$ cat config.mk
export PLATFORM = sky130hd
export DESIGN_NAME = vend_dispenser
export DESIGN_NICKNAME = d
export VERILOG_FILES = /design/src/rtl/vend_dispenser.sv
export SDC_FILE = /design/constraint.sdc
export NUM_CORES = 1
export LEC_CHECK = 0
export CAP_MARGIN = 10
export CELL_PAD_IN_SITES_DETAIL_PLACEMENT = 0
export CELL_PAD_IN_SITES_GLOBAL_PLACEMENT = 2
export CORE_MARGIN = 3
export CORE_UTILIZATION = 37
export DETAILED_ROUTE_END_ITERATION = 10
export PLACE_DENSITY_LB_ADDON = 0.1
export SLEW_MARGIN = 20
export SYNTH_ARGS = -nofsm -noshare
export SYNTH_HDL_FRONTEND = slang
export SYNTH_SLANG_ARGS = --single-unit
$ cat constraint.sdc
create_clock -name clk -period 2.2 [get_ports clk]
set_clock_uncertainty 0.05 [all_clocks]
set_input_delay 0.55 -clock clk [delete_from_list [all_inputs] [get_ports clk]]
set_output_delay 0.55 -clock clk [all_outputs]
set_load 0.01 [all_outputs]
$ cat src/rtl/vend_dispenser.sv
`default_nettype none
// ============================================================================
// Module      : vend_dispenser
// Description : Mechanical back end of the vending machine. Takes one-cycle
//               release/change requests, drives the product solenoid and the
//               coin hopper with timed pulses, confirms each item with its
//               drop sensor, and faults on sensor timeout or when a request
//               arrives with the one-deep pending buffer already full.
//               Optional feature macro: VEND_DISPENSE_RETRY_EN (one re-drive
//               per item before a timeout becomes a fault).
// Revision    : 1.0 - initial release
// ============================================================================
module vend_dispenser #(
    parameter int SOL_CYCLES = 8,
    parameter int HOP_CYCLES = 4,
    parameter int TIMEOUT    = 64
) (
    input  logic       clk,
    input  logic       reset,
    input  logic       out,
    input  logic [1:0] change,
    input  logic       prod_sense,
    input  logic       coin_sense,
    output logic       prod_sol,
    output logic       hopper_pulse,
    output logic       busy,
    output logic       done,
    output logic       fault
);

    localparam logic [2:0] c_IDLE      = 3'd0;
    localparam logic [2:0] c_VEND      = 3'd1;
    localparam logic [2:0] c_VEND_WAIT = 3'd2;
    localparam logic [2:0] c_COIN      = 3'd3;
    localparam logic [2:0] c_COIN_WAIT = 3'd4;
    localparam logic [2:0] c_FAULT     = 3'd5;

    localparam logic [7:0] c_SOL_LAST = 8'(SOL_CYCLES - 1);
    localparam logic [7:0] c_HOP_LAST = 8'(HOP_CYCLES - 1);
    localparam logic [9:0] c_TIMEOUT  = 10'(TIMEOUT);

    logic [2:0] r_state;
    logic [1:0] r_coins;
    logic       r_pend_vld;
    logic       r_pend_vend;
    logic [1:0] r_pend_coins;
    logic [7:0] r_dcnt;
    logic [9:0] r_wcnt;
    logic       r_latch;
    logic       r_done;
    logic       r_fault;
`ifdef VEND_DISPENSE_RETRY_EN
    logic       r_retried;
`endif

    logic       w_req;
    logic       w_busy;
    logic       w_src_vend;
    logic [1:0] w_src_coins;
    logic       w_sense;
    logic       w_confirm;
    logic       w_ovf;
    logic       w_end_fault;
    logic [1:0] w_coins_dec;

    assign w_req       = out | (change != 2'd0);
    assign w_busy      = (r_state != c_IDLE);
    // The pending request always has priority over a new one when starting.
    assign w_src_vend  = r_pend_vld ? r_pend_vend  : out;
    assign w_src_coins = r_pend_vld ? r_pend_coins : change;
    assign w_sense     = (r_state == c_VEND_WAIT) ? prod_sense : coin_sense;
    // A sensor pulse seen during the drive phase counts on the first wait cycle.
    assign w_confirm   = r_latch | w_sense;
    assign w_ovf       = w_busy && (r_state != c_FAULT) && w_req && r_pend_vld;
    // An overflow on the very edge a sequence ends still diverts it to FAULT.
    assign w_end_fault = r_fault | w_ovf;
    assign w_coins_dec = r_coins - 2'd1;

    // Main sequencer: drive phases, sensor waits, timeout and fault entry.
    always_ff @(posedge clk or negedge reset) begin
        if (!reset) begin
            r_state   <= c_IDLE;
            r_coins   <= 2'd0;
            r_dcnt    <= 8'd0;
            r_wcnt    <= 10'd0;
            r_latch   <= 1'b0;
            r_done    <= 1'b0;
            r_fault   <= 1'b0;
`ifdef VEND_DISPENSE_RETRY_EN
            r_retried <= 1'b0;
`endif
        end else begin
            r_done <= 1'b0;
            if (w_ovf) begin
                r_fault <= 1'b1;
            end
            case (r_state)
                c_IDLE: begin
                    if (r_pend_vld || w_req) begin
                        r_coins   <= w_src_coins;
                        r_dcnt    <= 8'd0;
                        r_latch   <= 1'b0;
`ifdef VEND_DISPENSE_RETRY_EN
                        r_retried <= 1'b0;
`endif
                        r_state   <= w_src_vend ? c_VEND : c_COIN;
                    end
                end
                c_VEND: begin
                    r_latch <= r_latch | prod_sense;
                    if (r_dcnt == c_SOL_LAST) begin
                        r_state <= c_VEND_WAIT;
                        r_wcnt  <= 10'd1;
                    end else begin
                        r_dcnt <= r_dcnt + 8'd1;
                    end
                end
                c_VEND_WAIT: begin
                    if (w_confirm) begin
`ifdef VEND_DISPENSE_RETRY_EN
                        r_retried <= 1'b0;
`endif
                        if (r_coins != 2'd0) begin
                            r_state <= c_COIN;
                            r_dcnt  <= 8'd0;
                            r_latch <= 1'b0;
                        end else if (w_end_fault) begin
                            r_state <= c_FAULT;
                        end else begin
                            r_state <= c_IDLE;
                            r_done  <= 1'b1;
                        end
                    end else if (r_wcnt == c_TIMEOUT) begin
`ifdef VEND_DISPENSE_RETRY_EN
                        if (!r_retried) begin
                            r_retried <= 1'b1;
                            r_state   <= c_VEND;
                            r_dcnt    <= 8'd0;
                            r_latch   <= 1'b0;
                        end else begin
                            r_state <= c_FAULT;
                            r_fault <= 1'b1;
                        end
`else
                        r_state <= c_FAULT;
                        r_fault <= 1'b1;
`endif
                    end else begin
                        r_wcnt <= r_wcnt + 10'd1;
                    end
                end
                c_COIN: begin
                    r_latch <= r_latch | coin_sense;
                    if (r_dcnt == c_HOP_LAST) begin
                        r_state <= c_COIN_WAIT;
                        r_wcnt  <= 10'd1;
                    end else begin
                        r_dcnt <= r_dcnt + 8'd1;
                    end
                end
                c_COIN_WAIT: begin
                    if (w_confirm) begin
                        r_coins <= w_coins_dec;
`ifdef VEND_DISPENSE_RETRY_EN
                        r_retried <= 1'b0;
`endif
                        if (r_coins > 2'd1) begin
                            r_state <= c_COIN;
                            r_dcnt  <= 8'd0;
                            r_latch <= 1'b0;
                        end else if (w_end_fault) begin
                            r_state <= c_FAULT;
                        end else begin
                            r_state <= c_IDLE;
                            r_done  <= 1'b1;
                        end
                    end else if (r_wcnt == c_TIMEOUT) begin
`ifdef VEND_DISPENSE_RETRY_EN
                        if (!r_retried) begin
                            r_retried <= 1'b1;
                            r_state   <= c_COIN;
                            r_dcnt    <= 8'd0;
                            r_latch   <= 1'b0;
                        end else begin
                            r_state <= c_FAULT;
                            r_fault <= 1'b1;
                        end
`else
                        r_state <= c_FAULT;
                        r_fault <= 1'b1;
`endif
                    end else begin
                        r_wcnt <= r_wcnt + 10'd1;
                    end
                end
                c_FAULT: begin
                    r_state <= c_FAULT;
                end
                default: begin
                    r_state <= c_FAULT;
                end
            endcase
        end
    end

    // One-deep pending buffer: filled while busy, drained by the IDLE start.
    always_ff @(posedge clk or negedge reset) begin
        if (!reset) begin
            r_pend_vld   <= 1'b0;
            r_pend_vend  <= 1'b0;
            r_pend_coins <= 2'd0;
        end else if (r_state == c_IDLE) begin
            if (r_pend_vld) begin
                r_pend_vld   <= w_req;
                r_pend_vend  <= out;
                r_pend_coins <= change;
            end
        end else if ((r_state != c_FAULT) && w_req && !r_pend_vld) begin
            r_pend_vld   <= 1'b1;
            r_pend_vend  <= out;
            r_pend_coins <= change;
        end
    end

    // Drives decode straight from state, so they can never overlap and drop
    // in the same cycle the asynchronous reset asserts.
    assign prod_sol     = (r_state == c_VEND);
    assign hopper_pulse = (r_state == c_COIN);
    assign busy         = w_busy;
    assign done         = r_done;
    assign fault        = r_fault;

endmodule
`default_nettype wire
==> flow_summary.toml <==
[yosys]
synthTopCellsByArea = "dfrtp_1 39%, nor2_1 4.3%, mux2i_1 4.2%"
synth.area.mux_share = 0.0711
async_flop_share = 1.00
synth_cell_type_count = 48
netlist_area_sq_um = 1920
synth_xor_area_frac = 0.0228
synth-compound-area-share = 0.198
synth_ff_type = "dfrtp_1"
synth_simple_gate_area_share = 0.241
synthesis.nets = 222
ys_warn_count = 0
synthTopCellsByCount = "30 x dfrtp_1, 22 x nor2_1, 17 x nand2_1, 11 x o21ai_0"
synth_area_leader_cell = "dfrtp_1"
synth_cells = 210
ys_seq_elements = 30
synthAdderAreaFrac = 0.0326
synth_top_family_by_area = "simple AND/OR/NAND/NOR gates"
synth_top_area_share = 0.391
synth-edff-count = 0
ys_seq_area_frac = 0.391
syn_area_per_cell_sq_um = 9.13
synth_most_common_cell = "dfrtp_1"

[clock_network]
cts_max_level = 2
cts.sinks = 30
clockBufferDepth = 2
clk_pin_slew_ns = 0.06
clk_latency_ns = 0.28
cts_buffers = 5
root_buffer = "clkbuf_8"
tritoncts = "done"

[global_routing]
grt_antenna_before_repair = 0
grt_first_pass_wirelength_mm = 8.31
grt.overflow.total = 0
grt_max_degree = 31
grt_pass1_vias = 1701
grt_usage = 0.173

[finish]
synthToLayoutAreaGrowth_pct = 27.8
antenna_cells = 0
nNetsFinal = 264
drive_above_1_share = 0.230
nFillCells = 475

[sta]
period_needed_ns = 2.12
relSlewSlack = 0.653
rsz0062_at_grt = "no"
fmax_mhz = 471
tns_ns = 0
period_share = 0.966
tightestPinTransition_ns = 0.520
setup_viol = 0
hold_violations = 0
slew_viol_final = 0

[detailed_routing]
totalWireLength_mm = 4.76
drt-initial-drc-count = 84
vias_per_cell = 5.40
drc = 0
detail-route-antenna-nets = 0
drt_pass1_iterations = 4
vias = 1722
routedWlPerCell_um = 14.9

[floorplan]
rows = 25
core_sq_um = 4880
io-pin-count = 12
die-height_um = 78
start_util = 0.393
die_x_um = 78
die_area_sq_um = 6080

[place]
hpwl_mm = 3.57
port-buffer-count = 11
gp_congestion = 0.840

[pwr]
power.density_nw_per_um2 = 1190
p_leak_nw = 1.04
ir_drop_mv = 0.560
total_power_mw = 2.91

[critical_path]
critPathKind = "primary input to register"
slowest_delay_ns = 0.48
arrival_ns = 2.24
r2r-start = "r_coins[0]$_DFFE_PN0P_"
crit_path_end_kind = "register"
worstPathRequired_ns = 2.31
crit_buf_inv = 1
r2r_end = "r_dcnt[0]$_DFFE_PN0P_"
path_cells = "clkdlybuf4s50_1, nor2_1, or3_1, a221o_1, nand2b_2, mux2_2"
r2r_cells = 6
cp-start-kind = "primary input"
slowest_stage = "clkdlybuf4s50_1"
path_delay_family = "simple AND/OR/NAND/NOR gates"
reg2reg_slack_ns = 0.12
path_max_fanout = 5

[worst_hold_path]
hold_path.startpoint = "r_pend_vend$_DFFE_PN0P_"
hp-class = "register to register"
min_to = "r_pend_vend$_DFFE_PN0P_"
hold_depth = 1

[status]
status = "completed"

[job]
cap_violations = 0
-- routing by layer --
metal / vias to the layer above / global-route usage / share of wire
li1: 867 / - / -
met1: 814 / 0.240 / 0.50
met2: 35 / 0.268 / 0.46
met3: 6 / 0.0418 / 0.038
met4: 0 / 0.0507 / 0.0084
met5: - / 0 / 0
-- where the power goes --
part           total, mW  switching [mW]  internal [mW]
clock              0.567           0.205          0.362
sequential         0.963           0.217          0.746
combinational       1.38           0.710          0.668
total               2.91            1.13           1.78
-- cells by family (layout without fill, tap and decap cells) --
group | count (synthesis) | in the layout
and+or+nand+nor | 87 | 87
DFF | 30 | 30
xor gates and xnor gates | 5 | 5
adders and majority gates | 5 | 5
muxes | 13 | 13
buffers and inverters | 19 | 61
AOI/OAI and AO/OA | 51 | 51
-- how the worst max path moves through the flow --
stage,start,end,slack [ns],cells after the start
CTS,r_state[2]$_DFFE_PN0P_,prod_sol,0.01,3
global route,change[1],r_state[2]$_DFFE_PN0P_,0.001,7
detailed placement,change[1],r_pend_coins[1]$_DFFE_PN0P_,-0.24,5
global placement,prod_sense,r_dcnt[0]$_DFFE_PN0P_,-0.22,6
floorplan,change[1],r_coins[0]$_DFFE_PN0P_,0.19,5
finish,prod_sense,r_dcnt[0]$_DFFE_PN0P_,0.08,6
-- per-stage QoR --
step | util | setup WS [ns] | hold slack, ns | std cells | instance area (sq um)
floorplan | - | 0.193 | 0.204 | 210 | 1920
global placement | 0.469 | -0.225 | 0.438 | 308 | 2290
detailed placement | 0.469 | -0.242 | 0.451 | 308 | 2290
CTS | 0.497 | 0.0129 | 0.463 | 318 | 2430
global route | 0.502 | 0.00123 | 0.484 | 319 | 2450
finish | 0.502 | 0.0756 | 0.460 | 319 | 2450
-- cell type report --
class                           count  area, sq um  area share
Clock buffer                        6         82.6      0.0337
Clock inverter                      1         30.0      0.0123
Inverter                            8         30.0      0.0123
Multi-Input combinational cell    161         1100       0.448
Sequential cell                    30          753       0.307
Tap cell                           67         83.8      0.0342
Timing Repair Buffer               46          373       0.152
-- sequential cells by signal, indices dropped and copies added, names as in the netlist --
register      cells
r_dcnt            8
r_state           3
done              1
r_pend_vend       1
r_pend_vld        1
fault             1
r_latch           1
r_wcnt           10
r_coins           2
r_pend_coins      2
-- cells in the final DEF, fill, tap and decap left out, types with 6 or more instances in the layout --
| master | n |
|---|---|
| clkbuf_8 | 6 |
| nand2_1 | 17 |
| o21ai_0 | 11 |
| nor2_1 | 22 |
| mux2i_1 | 8 |
| clkdlybuf4s50_1 | 8 |
| nand4_1 | 6 |
| a211oi_1 | 6 |
| nor2b_1 | 7 |
| inv_1 | 8 |
| nand3_1 | 7 |
| dfrtp_1 | 28 |
| buf_4 | 35 |
-- what timing repair did --
action	CTS	global route
setup endpoints to repair	3	9
gates resized for setup	4	5
setup buffers	3	1
pin swaps	0	1
hold buffers	0	0
(Power assumes the default switching activity.)
